<file path="src/rtl/seg_arb_pkg.sv">
// Shared definitions for the seven-segment display arbiter.
//   state_e              : arbiter FSM state (IDLE / SHOW)
//   DEFAULT_DWELL_CYCLES : default minimum grant length (1 s at 100 MHz)
//   BLANK_MASK           : digit-enable value that blanks every digit
package seg_arb_pkg;

  typedef enum logic {
    IDLE = 1'b0,
    SHOW = 1'b1
  } state_e;

  localparam int unsigned DEFAULT_DWELL_CYCLES = 100000000;
  localparam logic [7:0]  BLANK_MASK           = 8'h00;

endpackage

</file>
<file path="src/rtl/seg_display_arbiter_rr_pick.sv">
// Combinational round-robin picker.
//   req      : request vector
//   excl_en  : when high, the requester at last_ptr is not eligible
//   last_ptr : index of the most recent grant; scanning starts at last_ptr+1
//   gnt_oh   : one-hot winner (all-zero when none)
//   gnt_idx  : index of the winner
//   valid    : a winner exists
module rr_pick #(
  parameter int unsigned N_REQ = 4,
  parameter int unsigned PTR_W = 2
) (
  input  logic [N_REQ-1:0] req,
  input  logic             excl_en,
  input  logic [PTR_W-1:0] last_ptr,
  output logic [N_REQ-1:0] gnt_oh,
  output logic [PTR_W-1:0] gnt_idx,
  output logic             valid
);

  logic [N_REQ-1:0] eligible;
  int unsigned      base;
  int unsigned      idx;
  logic [PTR_W-1:0] idx_p;

  always_comb begin
    gnt_oh   = '0;
    gnt_idx  = '0;
    valid    = 1'b0;
    idx      = 0;
    idx_p    = '0;
    eligible = req;
    if (excl_en) begin
      eligible[last_ptr] = 1'b0;
    end
    base = {{(32-PTR_W){1'b0}}, last_ptr};
    // last_ptr itself is visited last, so it only wins when nobody else asks
    for (int unsigned i = 1; i <= N_REQ; i++) begin
      idx   = (base + i) % N_REQ;
      idx_p = PTR_W'(idx);
      if (!valid && eligible[idx_p]) begin
        valid   = 1'b1;
        gnt_idx = idx_p;
      end
    end
    if (valid) begin
      gnt_oh[gnt_idx] = 1'b1;
    end
  end

endmodule

</file>
<file path="src/rtl/seg_display_arbiter.sv">
// Round-robin arbiter sharing one 8-digit seven-segment driver between
// N_REQ requesters, with a minimum dwell per grant and an owner lock.
//   clk_100M : system clock
//   rst_n    : asynchronous active-low reset
//   req      : per-requester level request
//   data     : requester i value in [32i+31:32i]
//   mask     : requester i digit enables in [8i+7:8i]
//   lock     : keep current owner past dwell expiry
//   gnt      : registered one-hot grant (zero when idle)
//   disp_in  : registered value to the display driver
//   disp_en  : registered digit enables (0 blanks)
//   busy     : |gnt
module seg_display_arbiter
  import seg_arb_pkg::*;
#(
  parameter int unsigned N_REQ        = 4,
  parameter int unsigned DWELL_CYCLES = DEFAULT_DWELL_CYCLES,
  parameter int unsigned CNT_W        = 27
) (
  input  logic                  clk_100M,
  input  logic                  rst_n,
  input  logic [N_REQ-1:0]      req,
  input  logic [32*N_REQ-1:0]   data,
  input  logic [8*N_REQ-1:0]    mask,
  input  logic                  lock,
  output logic [N_REQ-1:0]      gnt,
  output logic [31:0]           disp_in,
  output logic [7:0]            disp_en,
  output logic                  busy
);

  localparam int unsigned      PTR_W    = (N_REQ > 1) ? $clog2(N_REQ) : 1;
  localparam logic [PTR_W-1:0] PTR_INIT = PTR_W'(N_REQ - 1);
  localparam logic [CNT_W-1:0] CNT_LAST = CNT_W'(DWELL_CYCLES - 1);

  state_e           state_q, state_d;
  logic [PTR_W-1:0] ptr_q, ptr_d;
  logic [CNT_W-1:0] cnt_q, cnt_d;
  logic [N_REQ-1:0] gnt_q, gnt_d;
  logic [31:0]      disp_in_q, disp_in_d;
  logic [7:0]       disp_en_q, disp_en_d;

  logic [N_REQ-1:0] pick_oh;
  logic [PTR_W-1:0] pick_idx;
  logic             pick_vld;
  logic             excl_en;

  logic [31:0]      data_arr [N_REQ];
  logic [7:0]       mask_arr [N_REQ];

  for (genvar g = 0; g < N_REQ; g++) begin : g_unpack
    assign data_arr[g] = data[32*g +: 32];
    assign mask_arr[g] = mask[8*g +: 8];
  end

  // While showing, the owner is never a re-arbitration candidate; if nobody
  // else is pending the picker reports no winner and the owner is kept.
  assign excl_en = (state_q == SHOW);

  rr_pick #(
    .N_REQ (N_REQ),
    .PTR_W (PTR_W)
  ) u_rr_pick (
    .req      (req),
    .excl_en  (excl_en),
    .last_ptr (ptr_q),
    .gnt_oh   (pick_oh),
    .gnt_idx  (pick_idx),
    .valid    (pick_vld)
  );

  always_comb begin
    state_d   = state_q;
    ptr_d     = ptr_q;
    cnt_d     = cnt_q;
    gnt_d     = gnt_q;
    disp_in_d = disp_in_q;
    disp_en_d = disp_en_q;

    case (state_q)
      IDLE: begin
        gnt_d     = '0;
        disp_en_d = BLANK_MASK;
        if (pick_vld) begin
          state_d = SHOW;
          ptr_d   = pick_idx;
          gnt_d   = pick_oh;
          cnt_d   = '0;
        end
      end
      SHOW: begin
        if (!req[ptr_q]) begin
          // owner drop beats dwell and lock
          cnt_d = '0;
          if (pick_vld) begin
            ptr_d = pick_idx;
            gnt_d = pick_oh;
          end else begin
            state_d   = IDLE;
            gnt_d     = '0;
            disp_en_d = BLANK_MASK;
          end
        end else if (cnt_q == CNT_LAST) begin
          // locked: counter stays saturated so the switch fires on unlock
          if (!lock) begin
            cnt_d = '0;
            if (pick_vld) begin
              ptr_d = pick_idx;
              gnt_d = pick_oh;
            end
          end
        end else begin
          cnt_d = cnt_q + 1'b1;
        end
      end
      default: state_d = IDLE;
    endcase

    if (state_d == SHOW) begin
      disp_in_d = data_arr[ptr_d];
      disp_en_d = mask_arr[ptr_d];
    end
  end

  always_ff @(posedge clk_100M or negedge rst_n) begin
    if (!rst_n) begin
      state_q   <= IDLE;
      ptr_q     <= PTR_INIT;
      cnt_q     <= '0;
      gnt_q     <= '0;
      disp_in_q <= '0;
      disp_en_q <= BLANK_MASK;
    end else begin
      state_q   <= state_d;
      ptr_q     <= ptr_d;
      cnt_q     <= cnt_d;
      gnt_q     <= gnt_d;
      disp_in_q <= disp_in_d;
      disp_en_q <= disp_en_d;
    end
  end

  assign gnt     = gnt_q;
  assign disp_in = disp_in_q;
  assign disp_en = disp_en_q;
  assign busy    = |gnt_q;

endmodule
</file>
<file path="config.mk">
export PLATFORM = sky130hd
export DESIGN_NAME = seg_display_arbiter
export DESIGN_NICKNAME = d
export VERILOG_FILES = /design/src/rtl/seg_arb_pkg.sv /design/src/rtl/seg_display_arbiter_rr_pick.sv /design/src/rtl/seg_display_arbiter.sv
export SDC_FILE = /design/constraint.sdc
export NUM_CORES = 1
export LEC_CHECK = 0
export ABC_CLOCK_PERIOD_IN_PS = 6560
export CORE_ASPECT_RATIO = 0.7
export CORE_MARGIN = 10
export CORE_UTILIZATION = 46
export DETAILED_ROUTE_END_ITERATION = 6
export GPL_TIMING_DRIVEN = 0
export PLACE_DENSITY = 0.83
export SLEW_MARGIN = 10
export SYNTH_ARGS = -nofsm -noshare
export SYNTH_HDL_FRONTEND = slang
export SYNTH_SLANG_ARGS = --single-unit
</file>
<file path="constraint.sdc">
create_clock -name clk_100M -period 6.56 [get_ports clk_100M]
set_clock_uncertainty 0.1 [all_clocks]
set_input_delay 0.656 -clock clk_100M [delete_from_list [all_inputs] [get_ports clk_100M]]
set_output_delay 0.656 -clock clk_100M [all_outputs]
set_load 0.05 [all_outputs]
</file>
==> summary.txt <==
Power
  – Power Total: 4640 uW
  – Flop pwr share: 16.2%
  – P per Cell Area: 624 nW/um2
  – Comb pwr share: 72.1%
  – Pleak: 0.00308 uW
  – Worst vdd ir: 327 uV
  – Internal: 2260 uW
  – Sw frac: 51.2%
  – Clock group share of total power: 11.7%
  – Sw Pwr: 2380 uW

Detailed routing
  – Via count: 5124
  – Final WL: 18200 um
  – DR pass1 iterations: 5
  – DRT antenna net count: 0
  – Routed length per instance: 20.0 um
  – Initial DRC count: 298
  – DRC Markers: 0
  – Vias per cell: 5.62

Synth
  – Syn Area/Cell: 8.72 um2
  – Unique cell type count in the Yosys netlist: 51
  – XOR/XNOR Fraction of Synth Area: 2.91%
  – Post-synth top area share: 37.4%
  – Synth area leader: dfrtp_1
  – Synth Area in Simple Gates: 27.3%
  – Synth top area cells: dfrtp_1, nand2_1, o31ai_2
  – Syn nets: 724
  – Sequential share of the synthesized area: 38.5%
  – Top FF cell, synth: dfrtp_1
  – Compound-Gate Fraction of Synth Area: 20.7%
  – Ys async rst share: 100%
  – Mapped cell area: 4810 um2
  – Adder-Cell Fraction of Synth Area: 1.30%
  – Combinational family with the most area after synthesis: simple AND/OR/NAND/NOR gates
  – Post-synth EDFFs: 0
  – Yosys warnings: 0
  – Post-synthesis mux area share: 5.33%
  – #FFs+latches synth: 74
  – Mapped Cells: 552

Floorplanning
  – Die Y: 106 um
  – Die width: 142 um
  – Num rows: 31
  – Starting Density: 46.8%
  – Die area: 15000 um2
  – Area of the core: 10300 um2
  – Ports: 212

Global route
  – Largest net degree at the start of global routing: 62
  – Final global-route overflow total: 0
  – Vias in the first global route: 5382
  – First-pass GRT wire length: 28100 um
  – Initial antenna violation count: 0
  – Total GRT Usage: 23.3%

Clock network
  – Num CTS Buffers: 9
  – Clk Latency, worst-skew pair: 0.34 ns
  – Worst-path clk slew: 0.06 ns
  – CTS tree: yes
  – Setup Fix Bufs, Post-CTS: 0
  – Longest Clk Path Bufs: 2
  – CTS Hold Bufs: 0
  – CTS resizes: 0
  – CTS Sinks: 74
  – CTS Root Cell: clkbuf_16
  – CTS H-tree depth: 3

Worst setup path
  – CP Cell Sequence: buf_2, inv_1, ha_1, mux2_2, a21oi_1, or3_1, nand2_2, a211oi_2, xnor2_1, buf_2, mux2i_1, o22ai_1
  – Worst path bufs/invs: 3
  – Max stage delay on crit path: 0.61 ns
  – Required time of the worst setup path: 6.67 ns
  – Worst path top cell family by delay: buffers and inverters
  – Worst path slowest cell: dfstp_2
  – CP max FO: 10
  – Startpoint types: register
  – Nature of the critical path endpoint: register
  – Critical Path AT: 4.04 ns
  – Crit path top cell by count: buf_2
  – Critical path class: register to register

Timing
  – Worst slew margin: 39.8%
  – Total Neg Setup Slack: 0 ns
  – Final Slew Violations: 0
  – Endpoints failing hold: 0
  – Worst slew pin tran: 0.891 ns
  – Fin crit share: 59.9%
  – Setup Viol. Count Final: 0
  – Fmax achieved: 0.254 GHz
  – RSZ-0062 raised after global routing: false
  – Final min period: 3.93 ns

Job
  – Max_cap viols: 0

Min path
  – Hold Crit Class: input pin to async pin

Layout
  – Area delta synth->final: 54.5%
  – Final core utilization: 72.4%
  – Layout cell share with drive strength beyond 1: 10.4%
  – Layout Nets: 947
  – Cell area after layout: 7440 um2
  – # diodes: 0

Place
  – Hpwl dp: 14700 um
  – Gpl congestion: 0.900
  – Placed Instance Area: 7120 um2
  – Port bufs: 211

Outcome
  – Outcome: finished, final reports clean
cell type report:
class	count	area [um2]
Fill cell	733	2840
Multi-Input combinational cell	433	2770
Timing Repair Buffer	212	2140
Sequential cell	74	1850
Clock buffer	9	225
Tap cell	132	165
Buffer	34	148
Clock inverter	7	98.8
Inverter	11	41.3
worst register-to-register path, stage by stage, from the launching register on:
cell      delay, ns
dfstp_2        0.61
buf_2          0.27
inv_1          0.12
ha_1           0.23
mux2_2         0.26
a21oi_1        0.40
or3_1          0.25
nand2_2        0.10
a211oi_2       0.25
xnor2_1        0.42
buf_2          0.43
mux2i_1        0.26
o22ai_1        0.11
metrics by stage:
stage	hold WS (ns)	std cells	setup slack (ns)
5_1_grt	0.0767	912	2.35
6_report	0.0624	912	2.63
2_1_floorplan	0.260	552	3.30
3_3_place_gp	0.361	895	2.22
3_5_place_dp	0.366	896	2.59
4_1_cts	0.0650	912	2.61
cell families (layout without fill, tap and decap cells):
group	Yosys count	count (layout)
simple gates	271	271
buf+inv	45	273
fa+ha+maj	5	5
compound gates	117	117
flops	74	74
xor+xnor	16	16
mux	24	24
metal layers:
layer,vias up,GRT usage [%],wire length [um]
met4,0,7.79,490
met1,2457,27.5,7340
li1,2421,-,-
met3,33,7.98,1480
met2,213,39.0,8900
met5,-,0,0
registers in the layout, summed over array words and instances (netlist names):
name and flops:
disp_en 8, disp_in 32, ptr_q 2, cnt_q 27
excl_en 1, gnt 4
Yosys cell counts, drive strengths merged (2+ instances only):
library cell	n
ha	5
mux2i	20
a22o	2
o21a	2
dfstp	2
nor3	9
nand2b	2
or3	6
clkbuf	18
o211ai	2
inv	11
nor2	31
or4	5
buf	16
and2	34
nand3	10
and4	2
a211oi	33
mux2	3
xor2	10
nand2	122
a21oi	12
and3	34
nor4	2
o22ai	8
dfrtp	72
o31ai	35
xnor2	6
nand4	9
o21ai	16
power by group through the flow:
stage / Clock (uW) / Combinational (uW) / Sequential, uW
after global routing: 563 / 3590 / 771
after global placement: 0 / 3230 / 747
after CTS: 548 / 3340 / 751
final: 542 / 3350 / 753
after detailed placement: 0 / 3320 / 756
after floorplan: 0 / 1900 / 1210
worst paths after layout:
| kind | from | end | slack (ns) | depth (start not counted) |
|---|---|---|---|---|
| max | ptr_q[0] | disp_en[6] | 2.63 | 12 |
| min reg2reg | disp_in[6] | disp_in[6] | 0.38 | 2 |
| max in group asynchronous | rst_n | ptr_q[1] | 5.70 | 2 |
| min in group clk_100M | disp_in[6] | disp_in[6] | 0.38 | 2 |
| max reg2reg | ptr_q[0] | disp_en[6] | 2.63 | 12 |
| min | rst_n | disp_en[6] | 0.06 | 1 |
cells in the final DEF (no fill, tap or decap), types with 10 or more instances in the layout:
cell type	n
nand2_1	121
clkdlybuf4s50_1	210
and3_1	34
o31ai_2	25
a211oi_1	22
inv_1	10
mux2i_1	20
o21ai_0	15
dfrtp_1	72
and2_1	27
o31ai_1	10
clkbuf_1	18
xor2_1	10
nor2_1	31
a21oi_1	11
nand3_1	10
buf_2	16
a211oi_2	11
Note: power is estimated with default switching activity, not from simulation.
